**src/rtl/pipeline_stall_ctrl_if.sv**
```systemverilog
// Pipeline control bundle between the stall sequencer and the pipeline/data-memory side.
// slave = the sequencer, master = the pipeline/hazard/memory side driving requests.
interface pipeline_stall_ctrl_if;
   logic start_i;
   logic load_use_i;
   logic branch_taken_i;
   logic dmem_req_i;
   logic dmem_ready_i;
   logic dmem_start_o;
   logic pc_write_o;
   logic ifid_write_o;
   logic ifid_flush_o;
   logic idex_bubble_o;
   logic pipe_stall_o;

   modport slave (
      input  start_i, load_use_i, branch_taken_i, dmem_req_i, dmem_ready_i,
      output dmem_start_o, pc_write_o, ifid_write_o, ifid_flush_o, idex_bubble_o, pipe_stall_o
   );

   modport master (
      output start_i, load_use_i, branch_taken_i, dmem_req_i, dmem_ready_i,
      input  dmem_start_o, pc_write_o, ifid_write_o, ifid_flush_o, idex_bubble_o, pipe_stall_o
   );
endinterface

```
**src/rtl/pipeline_stall_ctrl.sv**
```systemverilog
// Stall/flush sequencer for the 5-stage pipeline: merges load-use, taken-branch and dmem waits.
// Define STALL_CNT_EN to build the saturating stall/flush performance counters.
//
// state      | meaning
// S_IDLE     | not executing; waits for start_i, everything held off
// S_RUN      | normal flow; load-use bubbles and branch flushes handled here
// S_MEM_WAIT | data-memory access outstanding; pipeline frozen until dmem_ready_i
module pipeline_stall_ctrl #(
   parameter int CNT_W = 32
) (
   input  logic                    clk_i,
   input  logic                    rst_i,
   pipeline_stall_ctrl_if.slave    bus,
   output logic [CNT_W-1:0]        stall_cycles_o,
   output logic [CNT_W-1:0]        flush_cnt_o
);

   typedef enum logic [1:0] {S_IDLE, S_RUN, S_MEM_WAIT} state_t;

   state_t state_q, state_d;
   logic   dmem_start, pc_write, ifid_write, ifid_flush, idex_bubble, pipe_stall;

   always_ff @(posedge clk_i or negedge rst_i) begin
      if (!rst_i) state_q <= S_IDLE;
      else        state_q <= state_d;
   end

   always_comb begin
      state_d     = state_q;
      dmem_start  = 1'b0;
      pc_write    = 1'b0;
      ifid_write  = 1'b0;
      ifid_flush  = 1'b0;
      idex_bubble = 1'b0;
      pipe_stall  = 1'b0;
      case (state_q)
         S_IDLE: begin
            if (bus.start_i) state_d = S_RUN;
         end
         S_RUN: begin
            if (bus.dmem_req_i) begin
               dmem_start = 1'b1;
               pipe_stall = 1'b1;
               state_d    = S_MEM_WAIT;
            end else if (bus.load_use_i) begin
               idex_bubble = 1'b1;
            end else begin
               pc_write   = 1'b1;
               ifid_write = 1'b1;
               ifid_flush = bus.branch_taken_i;
            end
         end
         S_MEM_WAIT: begin
            // On the ready cycle dmem_req_i still shows the finished access, so it is not re-launched.
            if (bus.dmem_ready_i) begin
               state_d = S_RUN;
               if (bus.load_use_i) begin
                  idex_bubble = 1'b1;
               end else begin
                  pc_write   = 1'b1;
                  ifid_write = 1'b1;
                  ifid_flush = bus.branch_taken_i;
               end
            end else begin
               pipe_stall = 1'b1;
            end
         end
         default: state_d = S_IDLE;
      endcase
   end

   assign bus.dmem_start_o  = dmem_start;
   assign bus.pc_write_o    = pc_write;
   assign bus.ifid_write_o  = ifid_write;
   assign bus.ifid_flush_o  = ifid_flush;
   assign bus.idex_bubble_o = idex_bubble;
   assign bus.pipe_stall_o  = pipe_stall;

`ifdef STALL_CNT_EN
   localparam logic [CNT_W-1:0] CNT_ONE = {{(CNT_W-1){1'b0}}, 1'b1};

   logic [CNT_W-1:0] stall_cnt_q, stall_cnt_d;
   logic [CNT_W-1:0] flush_cnt_q, flush_cnt_d;

   always_comb begin
      stall_cnt_d = stall_cnt_q;
      flush_cnt_d = flush_cnt_q;
      if ((pipe_stall || idex_bubble) && (stall_cnt_q != '1)) stall_cnt_d = stall_cnt_q + CNT_ONE;
      if (ifid_flush && (flush_cnt_q != '1))                  flush_cnt_d = flush_cnt_q + CNT_ONE;
   end

   always_ff @(posedge clk_i or negedge rst_i) begin
      if (!rst_i) begin
         stall_cnt_q <= '0;
         flush_cnt_q <= '0;
      end else begin
         stall_cnt_q <= stall_cnt_d;
         flush_cnt_q <= flush_cnt_d;
      end
   end

   assign stall_cycles_o = stall_cnt_q;
   assign flush_cnt_o    = flush_cnt_q;
`else
   assign stall_cycles_o = '0;
   assign flush_cnt_o    = '0;
`endif

endmodule

```
**src/flat_wrapper.sv**
```systemverilog
// flat-port wrapper written by rule: the top's interface ports become plain ports
module pipeline_stall_ctrl_flat 
#(
   parameter int CNT_W = 32
)
  (clk_i, rst_i, stall_cycles_o, flush_cnt_o, bus_start_i, bus_load_use_i, bus_branch_taken_i, bus_dmem_req_i, bus_dmem_ready_i, bus_dmem_start_o, bus_pc_write_o, bus_ifid_write_o, bus_ifid_flush_o, bus_idex_bubble_o, bus_pipe_stall_o);
  pipeline_stall_ctrl_if bus_i ();
  input  logic clk_i;
  input  logic rst_i;
  output logic [CNT_W-1:0] stall_cycles_o;
  output logic [CNT_W-1:0] flush_cnt_o;
  input wire logic [$bits(bus_i.start_i)-1:0] bus_start_i;
  input wire logic [$bits(bus_i.load_use_i)-1:0] bus_load_use_i;
  input wire logic [$bits(bus_i.branch_taken_i)-1:0] bus_branch_taken_i;
  input wire logic [$bits(bus_i.dmem_req_i)-1:0] bus_dmem_req_i;
  input wire logic [$bits(bus_i.dmem_ready_i)-1:0] bus_dmem_ready_i;
  output wire logic [$bits(bus_i.dmem_start_o)-1:0] bus_dmem_start_o;
  output wire logic [$bits(bus_i.pc_write_o)-1:0] bus_pc_write_o;
  output wire logic [$bits(bus_i.ifid_write_o)-1:0] bus_ifid_write_o;
  output wire logic [$bits(bus_i.ifid_flush_o)-1:0] bus_ifid_flush_o;
  output wire logic [$bits(bus_i.idex_bubble_o)-1:0] bus_idex_bubble_o;
  output wire logic [$bits(bus_i.pipe_stall_o)-1:0] bus_pipe_stall_o;
  assign bus_i.start_i = bus_start_i;
  assign bus_i.load_use_i = bus_load_use_i;
  assign bus_i.branch_taken_i = bus_branch_taken_i;
  assign bus_i.dmem_req_i = bus_dmem_req_i;
  assign bus_i.dmem_ready_i = bus_dmem_ready_i;
  assign bus_dmem_start_o = bus_i.dmem_start_o;
  assign bus_pc_write_o = bus_i.pc_write_o;
  assign bus_ifid_write_o = bus_i.ifid_write_o;
  assign bus_ifid_flush_o = bus_i.ifid_flush_o;
  assign bus_idex_bubble_o = bus_i.idex_bubble_o;
  assign bus_pipe_stall_o = bus_i.pipe_stall_o;
  pipeline_stall_ctrl #(.CNT_W(CNT_W)) u_core (.clk_i(clk_i), .rst_i(rst_i), .bus(bus_i), .stall_cycles_o(stall_cycles_o), .flush_cnt_o(flush_cnt_o));
endmodule
```
**config.mk**
```make
export PLATFORM = sky130hd
export DESIGN_NAME = pipeline_stall_ctrl_flat
export DESIGN_NICKNAME = d
export VERILOG_FILES = /design/src/rtl/pipeline_stall_ctrl_if.sv /design/src/rtl/pipeline_stall_ctrl.sv /design/src/flat_wrapper.sv
export SDC_FILE = /design/constraint.sdc
export NUM_CORES = 1
export LEC_CHECK = 0
export BUFFER_PORTS_ARGS = -buffer_cell sky130_fd_sc_hd__buf_2
export CAP_MARGIN = 10
export CORE_ASPECT_RATIO = 1.2
export CORE_MARGIN = 3
export CORE_UTILIZATION = 31
export CTS_CLUSTER_DIAMETER = 150
export DETAILED_ROUTE_END_ITERATION = 10
export MAX_ROUTING_LAYER = met4
export PLACE_DENSITY = 0.82
export RECOVER_POWER = 50
export SYNTH_ARGS = -nofsm -noshare
export SYNTH_HDL_FRONTEND = slang
export SYNTH_SLANG_ARGS = --single-unit
```
**constraint.sdc**
```tcl
create_clock -name clk_i -period 1.7 [get_ports clk_i]
set_clock_uncertainty 0.2 [all_clocks]
set_input_delay 0.17 -clock clk_i [delete_from_list [all_inputs] [get_ports clk_i]]
set_output_delay 0.17 -clock clk_i [all_outputs]
set_load 0.01 [all_outputs]
```
After elaboration in Yosys (flattened, before gate mapping):

Cells that the tools add are included.

* bits in registers: 2
* input port bits: 7
* output and inout bits: 70
* logic and storage cells: 28

* equal/unequal tests: 5
* mux-type cells: 20
* reduce and logical (&&, ||, !) cells: 2

Operators by type and width (number)
* $mux W1: 12
* $pmux W1 S2: 4
* $mux W2: 3
* $ne A2 B2 Y1 const B: 3
* $pmux W2 S3: 1
* $reduce_and A3 Y1: 1
* $eq A2 B1 Y1 const B: 1
* $eq A2 B2 Y1 const B: 1
* $logic_not A2 Y1: 1

Longest topological paths before layout:

Gate-level depths: netlist (run 1).

* word-level depth: 3
* gate-level depth with buffers: 6
* mapped depth without buffers: 5

Worst setup path after synthesis (run 1):

No wires, ideal clock.

* kind: register to register
* start: register u_core.state_q[1]
* end: register u_core.state_q[1]
* library setup time: 125 ps
* arrival time: 1306 ps
* data required time: 1375 ps
* path slack: 69 ps
* cell stages (with the launch flop): 6
* path buffers: 0
* clock period less this slack: 1631 ps
* cells stage by stage: dfrtp_1 > inv_1 > ha_1 > nor2b_2 > and3b_1 > mux2_4

* elaborated cells between the ends (all ways): 8
* classes of those cells: eq/ne (5); mux (1); reduce/logical (2)

RTL lines
* from (decl): RTL line pipeline_stall_ctrl.sv:20 `state_t state_q, state_d;`
* from (signal assigned): RTL line pipeline_stall_ctrl.sv:25 `else state_q <= state_d;`
* $eq A2 B2 Y1 (tied with other cells): RTL line pipeline_stall_ctrl.sv:36 `case (state_q)`
* $pmux W2 S3 (*): RTL line pipeline_stall_ctrl.sv:36
* via u_core.state_d[1]: RTL line pipeline_stall_ctrl.sv:20

Mark *: on every way through the listed nets, which the timed path passes. The rest lies on a longest branch.
A chain may end at the register's enable or synchronous reset.

Final worst setup path (run 1):

* start: register u_core.state_q[1]
* end: output bus_ifid_write_o

* cells in the longest elaborated chain, start to end: 2
* elaborated cells between the ends (all ways): 3
* classes of those cells: eq/ne (2); mux (1)

RTL lines
* $eq A2 B2 Y1 or $eq A2 B1 Y1 (tied branches): RTL line pipeline_stall_ctrl.sv:36
* $pmux W1 S2 (*): RTL line pipeline_stall_ctrl.sv:36
* to (decl): RTL line flat_wrapper.sv:19 `output wire logic [$bits(bus_i.ifid_write_o)-1:0] bus_ifid_write_o;`

Mark *: on every way between the ends. The rest lies on a longest branch, timed or not.

==> results.md, run 1 <==
- Worst-path fanout max: 3
- Switching Share: a little over two fifths
- Post-route total power: 0.000836 W
- Violated checks: negative setup slack
- Endpoint of the worst register-to-register path: u_core.state_q[1]
- Worst-path clk slew: roughly 0.03 ns
- Clock network fraction of total power: between 10% and 20%
- Switching power of the nets: 0.000356 W
- Number of routed nets with antenna violations: 0
- Post-detailed-placement half-perimeter wirelength: between 800 and 900 um
- Fraction of the yosys area taken by sequential cells: 6.96%
- Power density over cell area: ~1200 nW/um^2
- H-tree levels: 1
- Critical path's largest stage delay: 0.38 ns
- Fraction of layout cells with a size suffix above 1: a little under 30%
- Total clock sinks: 2
- Share of the synthesized area in the top cell type: just under 70%
- Hold_ws: roughly 0.067 ns
- Cell leakage power: ~0.45 nW
- Number of buffers created by CTS: 3
- Cell Int Power: between 0.0004 and 0.0005 W
- Number of synthesized flops with an enable pin: 0
- Combined buffer and inverter count along the critical path: 2
- Wire length of the first global-routing pass: 1190 um
- Row cnt: 18
- Die width: 50.0 um
- Cell-by-cell trace of the critical path: buf_6 > ha_4 > and2_4 > o21ai_4 > nor2_1 > buf_2
- Total number of nets in the final design: approximately 130
- Fraction of power consumed by sequential logic: about an eighth
- Unrepaired setup endpoints after global routing: true
- Post-synthesis async set-or-reset flop share: between 90% and 100%
- Number of buffers on the longest clock path: 2
- Count leader, synth: sky130_fd_sc_hd__buf_4
- Remaining design rule violation count: 0
- Via total after detailed routing: between 400 and 500
- Vias in the first global route: 296
- Routed WL per cell: just over 7 um
- Outcome: complete, but fails checks
- Cell type with the highest aggregate area in the netlist: sky130_fd_sc_hd__buf_4
- Pins over their slew limit: 0
- Synth top area cells: sky130_fd_sc_hd__buf_4 (68%), sky130_fd_sc_hd__ha_1 (8.7%), sky130_fd_sc_hd__dfrtp_1 (7.0%)
- Antenna violations before repair: 0
- Violation count after the first detailed-route iteration: 1
- Final GP Congestion: approximately 0.73
- Die Span Y: about 59 um
- Achievable frequency: ~570 MHz
- Area Growth Syn to Fin: 0%
- Final setup violation count: 4
- Max FFs per register: 2
- Root buffer cell: sky130_fd_sc_hd__clkbuf_4
- Tot GR Track Use: under 10%
- Most frequent cells after synthesis: sky130_fd_sc_hd__buf_4 (65), sky130_fd_sc_hd__ha_1 (5), sky130_fd_sc_hd__inv_1 (4)
- Final worst setup slack: -0.0694 ns
- Total inserted antenna cells: 0
- Number of max-cap violations: 0
- Congestion Overflow GR: 0
- Initial DRT Pass Iterations: 2
- Predominant post-synthesis flop cell: sky130_fd_sc_hd__dfrtp_1
- Count of port buffers added during placement: 12
- Number of warnings issued by yosys: 0
- Initial core utilization: between 30% and 40%
- Leading registers by flop count: u_core.state_q x2
- Slack of the worst reg-to-reg path: ~0.03 ns
- Worst EP required: about 1.3 ns
- Type of element launching the critical path: flip-flop
- Largest net degree at the start of global routing: 5
- Worst Path Arrival: 1.40 ns
- Number of filler cells placed in the layout: about 230
- Average cell area after synthesis: a little under 8 sq um
- Worst Setup Path Type: reg2out
- Insertion delay of the later-clocked pin in the worst-skew pair: ~0.22 ns
- Floorplan die area: between 2000 and 3000 sq um
- Tmin final: about 1.8 ns
- Number of hold-slack violations in the final timing report: 0
- Number of placed I/O pins: 77
- Syn Std Cell Area: between 700 and 800 sq um
- Maximum vdd drop: roughly 0.00039 V
- Area of the placeable core: 2140 sq um
- Count of cells along the worst register-to-register path: 5
- Startpoint of the most critical register-to-register path: u_core.state_q[1]
- CTS tree: built
- Cell family with most CP delay: flip-flops
- Comb pwr share: roughly three quarters
- Via density per instance: 2.91
- Final wirelength: 999 um
- Critical path capture point type: primary output
- Slowest CP cell: sky130_fd_sc_hd__dfrtp_1
- Reg with most FFs: u_core.state_q
- Number of register bits inferred by synthesis: 2
- Gate Count Post-Synth: slightly above 90
- Period utilisation layout: 104%
- Yosys cell types: 17
- Min-Delay Path Class: in2async
==> worst max-delay path by stage <==
stage | start | end | slack, ns | cells past startpoint
final | u_core.state_q[1] | bus_ifid_write_o | -0.07 | 6
after global routing | u_core.state_q[1] | bus_ifid_flush_o | -0.15 | 6
after CTS | u_core.state_q[1] | bus_ifid_flush_o | -0.05 | 6
after detailed placement | u_core.state_q[0] | u_core.state_q[1] | 0.03 | 4
after global placement | u_core.state_q[0] | u_core.state_q[1] | 0.05 | 4
after floorplan | u_core.state_q[1] | u_core.state_q[1] | 0.07 | 5
==> what timing repair did <==
action	CTS	global route
hold buffers	1	0
gates cloned	0	0
setup endpoints to repair	5	7
gates resized for setup	16	1
endpoints found under the hold margin	2	0
pin swaps	3	2
buffers inserted	4	2
==> area by class of cell <==
type	instances	area, sq um	share of cell area [%]
Multi-Input combinational cell	83	465	64.7
Timing Repair Buffer	20	125	17.4
Tap cell	30	37.5	5.22
Sequential cell	2	51.3	7.13
Clock buffer	3	22.5	3.13
Inverter	4	17.5	2.43
==> routing by layer <==
metal  GRT usage, %  vias to the layer above  routed length [um]  part of all wire [%]
li1               -                      189                   -                     -
met2           11.9                       48                 576                    58
met4           5.93                        0                   0                     0
met3           2.03                        0                 202                    20
met5              -                        -                   0                     0
met1           3.54                      176                 220                    22
==> through the flow <==
stage / TNS, ns / setup slack [ns] / instance area (sq um) / util, % / instances
detailed placement: 0 / 0.0310 / 573 / 26.8 / 132
floorplan: 0 / 0.0685 / 956 / - / 154
finish: -0.263 / -0.0694 / 719 / 33.6 / 142
CTS: -0.186 / -0.0485 / 704 / 32.9 / 140
global route: -0.703 / -0.151 / 719 / 33.6 / 142
global placement: 0 / 0.0454 / 573 / 26.8 / 132
==> placed cells by master (no fill, tap or decap), types with 2 or more instances in the layout <==
cell type	count
sky130_fd_sc_hd__inv_1	2
sky130_fd_sc_hd__conb_1	64
sky130_fd_sc_hd__clkbuf_4	3
sky130_fd_sc_hd__ha_1	2
sky130_fd_sc_hd__nor2_1	2
sky130_fd_sc_hd__nand2b_1	2
sky130_fd_sc_hd__buf_4	6
sky130_fd_sc_hd__buf_2	11
sky130_fd_sc_hd__ha_4	3
==> power groups by stage <==
stage | registers, W | logic [W] | clock network, W
floorplan | 0.0000927 | 0.000393 | 0
global placement | 0.0000928 | 0.000365 | 0
detailed placement | 0.0000948 | 0.000372 | 0
CTS | 0.000108 | 0.000570 | 0.000115
global route | 0.000115 | 0.000691 | 0.000121
finish | 0.000109 | 0.000622 | 0.000105
==> cell families (layout without fill, tap and decap cells) <==
logic type	Yosys count	count (layout)	share of synthesized area [%]
DFF	2	2	6.96
muxes	2	2	3.48
AOI/OAI and AO/OA	3	3	2.78
buffers and inverters	69	27	69.9
other	1	64	0.521
adders and majority gates	5	5	8.70
and+or+nand+nor	9	9	7.65
(Power assumes the default switching activity.)
==> run 2, diff against run 1 <==
CAP_MARGIN = 20   (was 10)
CORE_UTILIZATION = 32   (was 31)
CTS_BUF_LIST = sky130_fd_sc_hd__clkbuf_2 sky130_fd_sc_hd__clkbuf_4 sky130_fd_sc_hd__clkbuf_8   (was not set)
PLACE_DENSITY = 0.84   (was 0.82)
==> results.md, run 2 (same netlist as run 1, synthesis figures left out) <==
- Outcome: complete, but fails checks
- Violated checks: negative setup slack
- Die width: 49.3 um
- Violation count after the first detailed-route iteration: 1
- Number of max-cap violations: 0
- Area Growth Syn to Fin: -3.13%
- Total number of nets in the final design: 126
- Remaining design rule violation count: 0
- Tmin final: 1.79 ns
- Routed WL per cell: ~7.2 um
- Total instance count after detailed placement: approximately 130
- Final worst setup slack: -0.0915 ns
- Startpoint of the most critical register-to-register path: u_core.state_q[0]
- Number of buffers on the longest clock path: 2
- Final cell count without fillers: between 100 and 150
- Area of the placeable core: 2090 sq um
- Unrepaired setup endpoints after global routing: true
- Die Span Y: 57.9 um
- CTS tree: built
- Insertion delay of the later-clocked pin in the worst-skew pair: 0.23 ns
- Initial core utilization: about 34%
- Fraction of layout cells with a size suffix above 1: around 29%
- Final GP Congestion: between 0.6 and 0.7
- Congestion Overflow GR: 0
- Row cnt: 18
- Number of routed nets with antenna violations: 0
- Setup_tns: -0.342 ns
- Worst-path fanout max: 4
- Via density per instance: 2.99
- Worst Path Arrival: approximately 1.4 ns
- Number of placed I/O pins: just under 80
- Final wirelength: approximately 1000 um
- Type of element launching the critical path: flip-flop
- Total clock sinks: 2
- Period utilisation layout: 105%
- Number of hold-slack violations in the final timing report: 0
- Initial DRT Pass Iterations: 2
- Worst-path clk slew: around 0.030 ns
- Critical path capture point type: primary output
- Via total after detailed routing: about 420
- Worst setup path start: u_core.state_q[1]
- Power density over cell area: 1130 nW/um^2
- Leading registers by flop count: u_core.state_q x2
- Floorplan die area: around 2900 sq um
- Max FFs per register: 2
- Largest net degree at the start of global routing: 5
- Achievable frequency: 558 MHz
- Post-route total power: around 0.0008 W
- Root buffer cell: sky130_fd_sc_hd__clkbuf_4
- Number of filler cells placed in the layout: between 200 and 250
- Min-Delay Path Class: in2async
- H-tree levels: 1
- Most frequent standard cell in the layout excluding fill and tap cells: sky130_fd_sc_hd__conb_1
- Final setup violation count: 5
- Worst EP required: around 1.3 ns
- Cell leakage power: about 0.44 nW
- Total inserted antenna cells: 0
- Most used cells in the layout excluding fill and tap cells: sky130_fd_sc_hd__conb_1 (64), sky130_fd_sc_hd__buf_2 (11), sky130_fd_sc_hd__buf_4 (6), sky130_fd_sc_hd__clkbuf_4 (3)
- Pins over their slew limit: 0
- Hold_ws: about 0.062 ns
- Post-detailed-placement half-perimeter wirelength: 843 um
- Count of port buffers added during placement: 12
- Wire length of the first global-routing pass: between 1000 and 1500 um
- Maximum vdd drop: about 0.00048 V
- Number of buffers created by CTS: 3
- Vias in the first global route: 309
- Reg with most FFs: u_core.state_q
- Worst slack at placement: 0.00285 ns
- Antenna violations before repair: 0
- Worst Setup Path Type: reg2out
- Tot GR Track Use: 6.24%
==> run 2: cell types whose count changed in the layout (fill, tap and decap cells not counted) <==
| cell | before | now |
|---|---|---|
| sky130_fd_sc_hd__ha_2 | 0 | 2 |
| sky130_fd_sc_hd__ha_4 | 3 | 1 |
| sky130_fd_sc_hd__a21boi_0 | 0 | 1 |
| sky130_fd_sc_hd__a21boi_1 | 1 | 0 |
| sky130_fd_sc_hd__inv_2 | 1 | 2 |
| sky130_fd_sc_hd__inv_4 | 1 | 0 |
==> run 2: path summary, 6_finish.rpt <==
check,endpoint,slack (ns),depth (start not counted)
worst max register to register,u_core.state_q[1],0.01,5
worst min register to register,u_core.state_q[0],0.41,2
worst max-delay path,bus_ifid_flush_o,-0.09,5
max in group asynchronous,u_core.state_q[0],1.08,2
worst min-delay path,u_core.state_q[1],0.06,2
min in group clk_i,u_core.state_q[1],0.31,4
==> run 2: timing repair <==
| item | CTS | global route |
|---|---|---|
| gates resized for setup | 8 | 6 |
| setup buffers | 5 | 1 |
| endpoints found under the hold margin | 2 | 0 |
| hold buffers | 1 | 0 |
| setup endpoints to repair | 6 | 8 |
| pin swaps | 1 | 1 |
==> run 2: layout make-up <==
cell class                 count  area, sq um  share of cell area [%]
tap                           30         37.5                    5.39
multi-input combinational     83          445                    63.9
timing repair buffer          20          125                    18.0
clock buffer                   3         22.5                    3.23
inverter                       4         15.0                    2.15
sequential                     2         51.3                    7.36
==> run 2: metrics by stage <==
| stage | cell area, sq um | util (%) |
|---|---|---|
| finish | 697 | 33.3 |
| global route | 697 | 33.3 |
| CTS | 668 | 31.9 |
| detailed placement | 573 | 27.4 |
| global placement | 573 | 27.4 |
| floorplan | 956 | - |
==> run 2: where the power goes <==
part,switching [W],internal [W],leakage (nW)
Sequential,0.0000268,0.0000751,0.0236
Clock,0.0000277,0.0000779,0.0138
Combinational,0.000283,0.000294,0.403
==> run 2: routing by layer <==
metal / GRT usage (%) / up-vias / wire length, um
met4: 3.66 / 0 / 0
met2: 11.5 / 48 / 573
met5: - / - / 0
li1: - / 192 / -
met1: 4.54 / 184 / 241
met3: 3.60 / 0 / 213
==> run 2: worst max-delay path, stage by stage (launching register included) <==
cell and delay, ns:
sky130_fd_sc_hd__dfrtp_1 0.39, sky130_fd_sc_hd__inv_2 0.08, sky130_fd_sc_hd__ha_1 0.35, sky130_fd_sc_hd__o21ai_4 0.08, sky130_fd_sc_hd__nor3b_2 0.14, sky130_fd_sc_hd__buf_2 0.15
==> run 3, diff against run 2 <==
BUFFER_PORTS_ARGS = not set   (was -buffer_cell sky130_fd_sc_hd__buf_2)
CORE_UTILIZATION = 45   (was 32)
DONT_BUFFER_PORTS = 1   (was not set)
PLACE_DENSITY = 0.68   (was 0.84)
==> results.md, run 3 (same netlist as run 1, synthesis figures left out) <==
- Power density over cell area: about 1200 nW/um^2
- Worst EP required: 1.33 ns
- Achievable frequency: 550 MHz
- Post-detailed-placement half-perimeter wirelength: about 730 um
- Most used cells in the layout excluding fill and tap cells: sky130_fd_sc_hd__conb_1 (64), sky130_fd_sc_hd__buf_4 (9), sky130_fd_sc_hd__ha_4 (3), sky130_fd_sc_hd__clkbuf_4 (3)
- Count of port buffers added during placement: 0
- Number of filler cells placed in the layout: 164
- Remaining design rule violation count: 0
- Count of cells along the worst register-to-register path: 5
- Worst setup path start: u_core.state_q[1]
- Final setup violation count: 6
- Via density per instance: approximately 3.2
- Cell leakage power: 0.410 nW
- Reg with most FFs: u_core.state_q
- Worst slack at placement: -0.0316 ns
- Row cnt: 15
- Hold_ws: 0.166 ns
- Final wirelength: around 990 um
- Largest net degree at the start of global routing: 5
- Most frequent standard cell in the layout excluding fill and tap cells: sky130_fd_sc_hd__conb_1
- Violated checks: negative setup slack
- Pins over their slew limit: 0
- Min-Delay Path Class: in2reg
- Area after DPL: a little over 500 sq um
- Number of max-cap violations: 0
- Total number of nets in the final design: 118
- Die Span Y: approximately 50 um
- Total clock sinks: 2
- Worst Path Arrival: 1.45 ns
- Maximum vdd drop: 0.000535 V
- Floorplan die area: between 2000 and 2500 sq um
- Startpoint of the most critical register-to-register path: u_core.state_q[1]
- Number of buffers created by CTS: 3
- Final GP Congestion: 0.712
- Outcome: complete, but fails checks
- Tot GR Track Use: under 10%
- Congestion Overflow GR: 0
- Initial DRT Pass Iterations: 2
- Fraction of layout cells with a size suffix above 1: 28.8%
- Worst-path fanout max: 3
- Routed WL per cell: between 8 and 9 um
- Antenna violations before repair: 0
- Final worst setup slack: -0.119 ns
- H-tree levels: 1
- Post-route total power: ~0.00085 W
- Violation count after the first detailed-route iteration: 1
- Die width: between 40 and 50 um
- End point of the critical path: bus_ifid_flush_o
- Period utilisation layout: 107%
- Critical hold path startpoint: bus_dmem_req_i
- Worst-path clk slew: approximately 0.03 ns
- Max FFs per register: 2
- Slack of the worst reg-to-reg path: -0.03 ns
- Number of placed I/O pins: 77
- Initial core utilization: between 40% and 50%
- Critical path capture point type: primary output
- Area Growth Syn to Fin: -3.30%
- Setup_tns: -0.396 ns
- Worst Setup Path Type: reg2out
- Via total after detailed routing: just under 400
- Number of buffers on the longest clock path: 2
- Root buffer cell: sky130_fd_sc_hd__clkbuf_4
- Tmin final: approximately 1.8 ns
- Area of the placeable core: 1460 sq um
- Insertion delay of the later-clocked pin in the worst-skew pair: 0.22 ns
- Post-route design area: 696 sq um
- Unrepaired setup endpoints after global routing: true
- Number of hold-slack violations in the final timing report: 0
- Wire length of the first global-routing pass: just under 1000 um
- CTS tree: built
- Vias in the first global route: roughly 250
- Number of routed nets with antenna violations: 0
- Leading registers by flop count: u_core.state_q x2
- Type of element launching the critical path: flip-flop
- Endpoint of the worst register-to-register path: u_core.state_q[1]
- Total inserted antenna cells: 0
==> run 3: cell types whose count changed in the layout (fill, tap and decap cells not counted), moves of 2 or more <==
cell,previous run,this run
sky130_fd_sc_hd__buf_4,6,9
sky130_fd_sc_hd__buf_2,11,0
sky130_fd_sc_hd__ha_4,1,3
sky130_fd_sc_hd__nor2_1,2,0
==> run 3: cell type report <==
class / instances / area, sq um / share of cell area (%)
multi-input combinational: 83 / 484 / 69.6
tap: 17 / 21.3 / 3.06
sequential: 2 / 51.3 / 7.37
inverter: 4 / 17.5 / 2.52
clock buffer: 3 / 22.5 / 3.24
timing repair buffer: 12 / 98.8 / 14.2
==> run 3: worst min path at each step <==
stage	depth (start not counted)	endpoint
finish	3	u_core.state_q[0]
detailed placement	0	u_core.state_q[1]
CTS	3	u_core.state_q[0]
global route	3	u_core.state_q[0]
floorplan	0	u_core.state_q[0]
global placement	0	u_core.state_q[0]
==> run 3: repair_timing <==
| action | CTS | global route |
|---|---|---|
| pin swaps | 1 | 2 |
| resized for setup | 8 | 15 |
| setup endpoints to repair | 6 | 6 |
| endpoints found under the hold margin | 2 | 0 |
| setup buffers | 4 | 4 |
| gates cloned | 0 | 0 |
| hold buffers | 2 | 0 |
==> run 3: layer usage <==
metal  vias up  GRT usage [%]  part of all wire, %
li1        174              -                    -
met1       174           4.62                   24
met2        40           11.4                   59
met3         0           2.19                   17
met4         0           6.22                    0
met5         -              -                    0
==> run 3: power by group <==
part / total (W) / switching (W) / internal [W]
logic: 0.000626 / 0.000298 / 0.000328
clock network: 0.000105 / 0.0000267 / 0.0000779
registers: 0.000117 / 0.0000420 / 0.0000750
==> run 3: through the flow <==
step | utilization [%] | instances
final | 47.5 | 121
after global routing | 47.5 | 121
after CTS | 40.7 | 117
after detailed placement | 34.4 | 108
after global placement | 34.4 | 108
after floorplan | - | 154
==> run 3: critical path: stages (launching register included) <==
cell	delay [ns]
sky130_fd_sc_hd__dfrtp_1	0.42
sky130_fd_sc_hd__inv_2	0.14
sky130_fd_sc_hd__ha_4	0.14
sky130_fd_sc_hd__nor2b_4	0.16
sky130_fd_sc_hd__o21ai_4	0.07
sky130_fd_sc_hd__nor3b_2	0.15
sky130_fd_sc_hd__buf_4	0.14
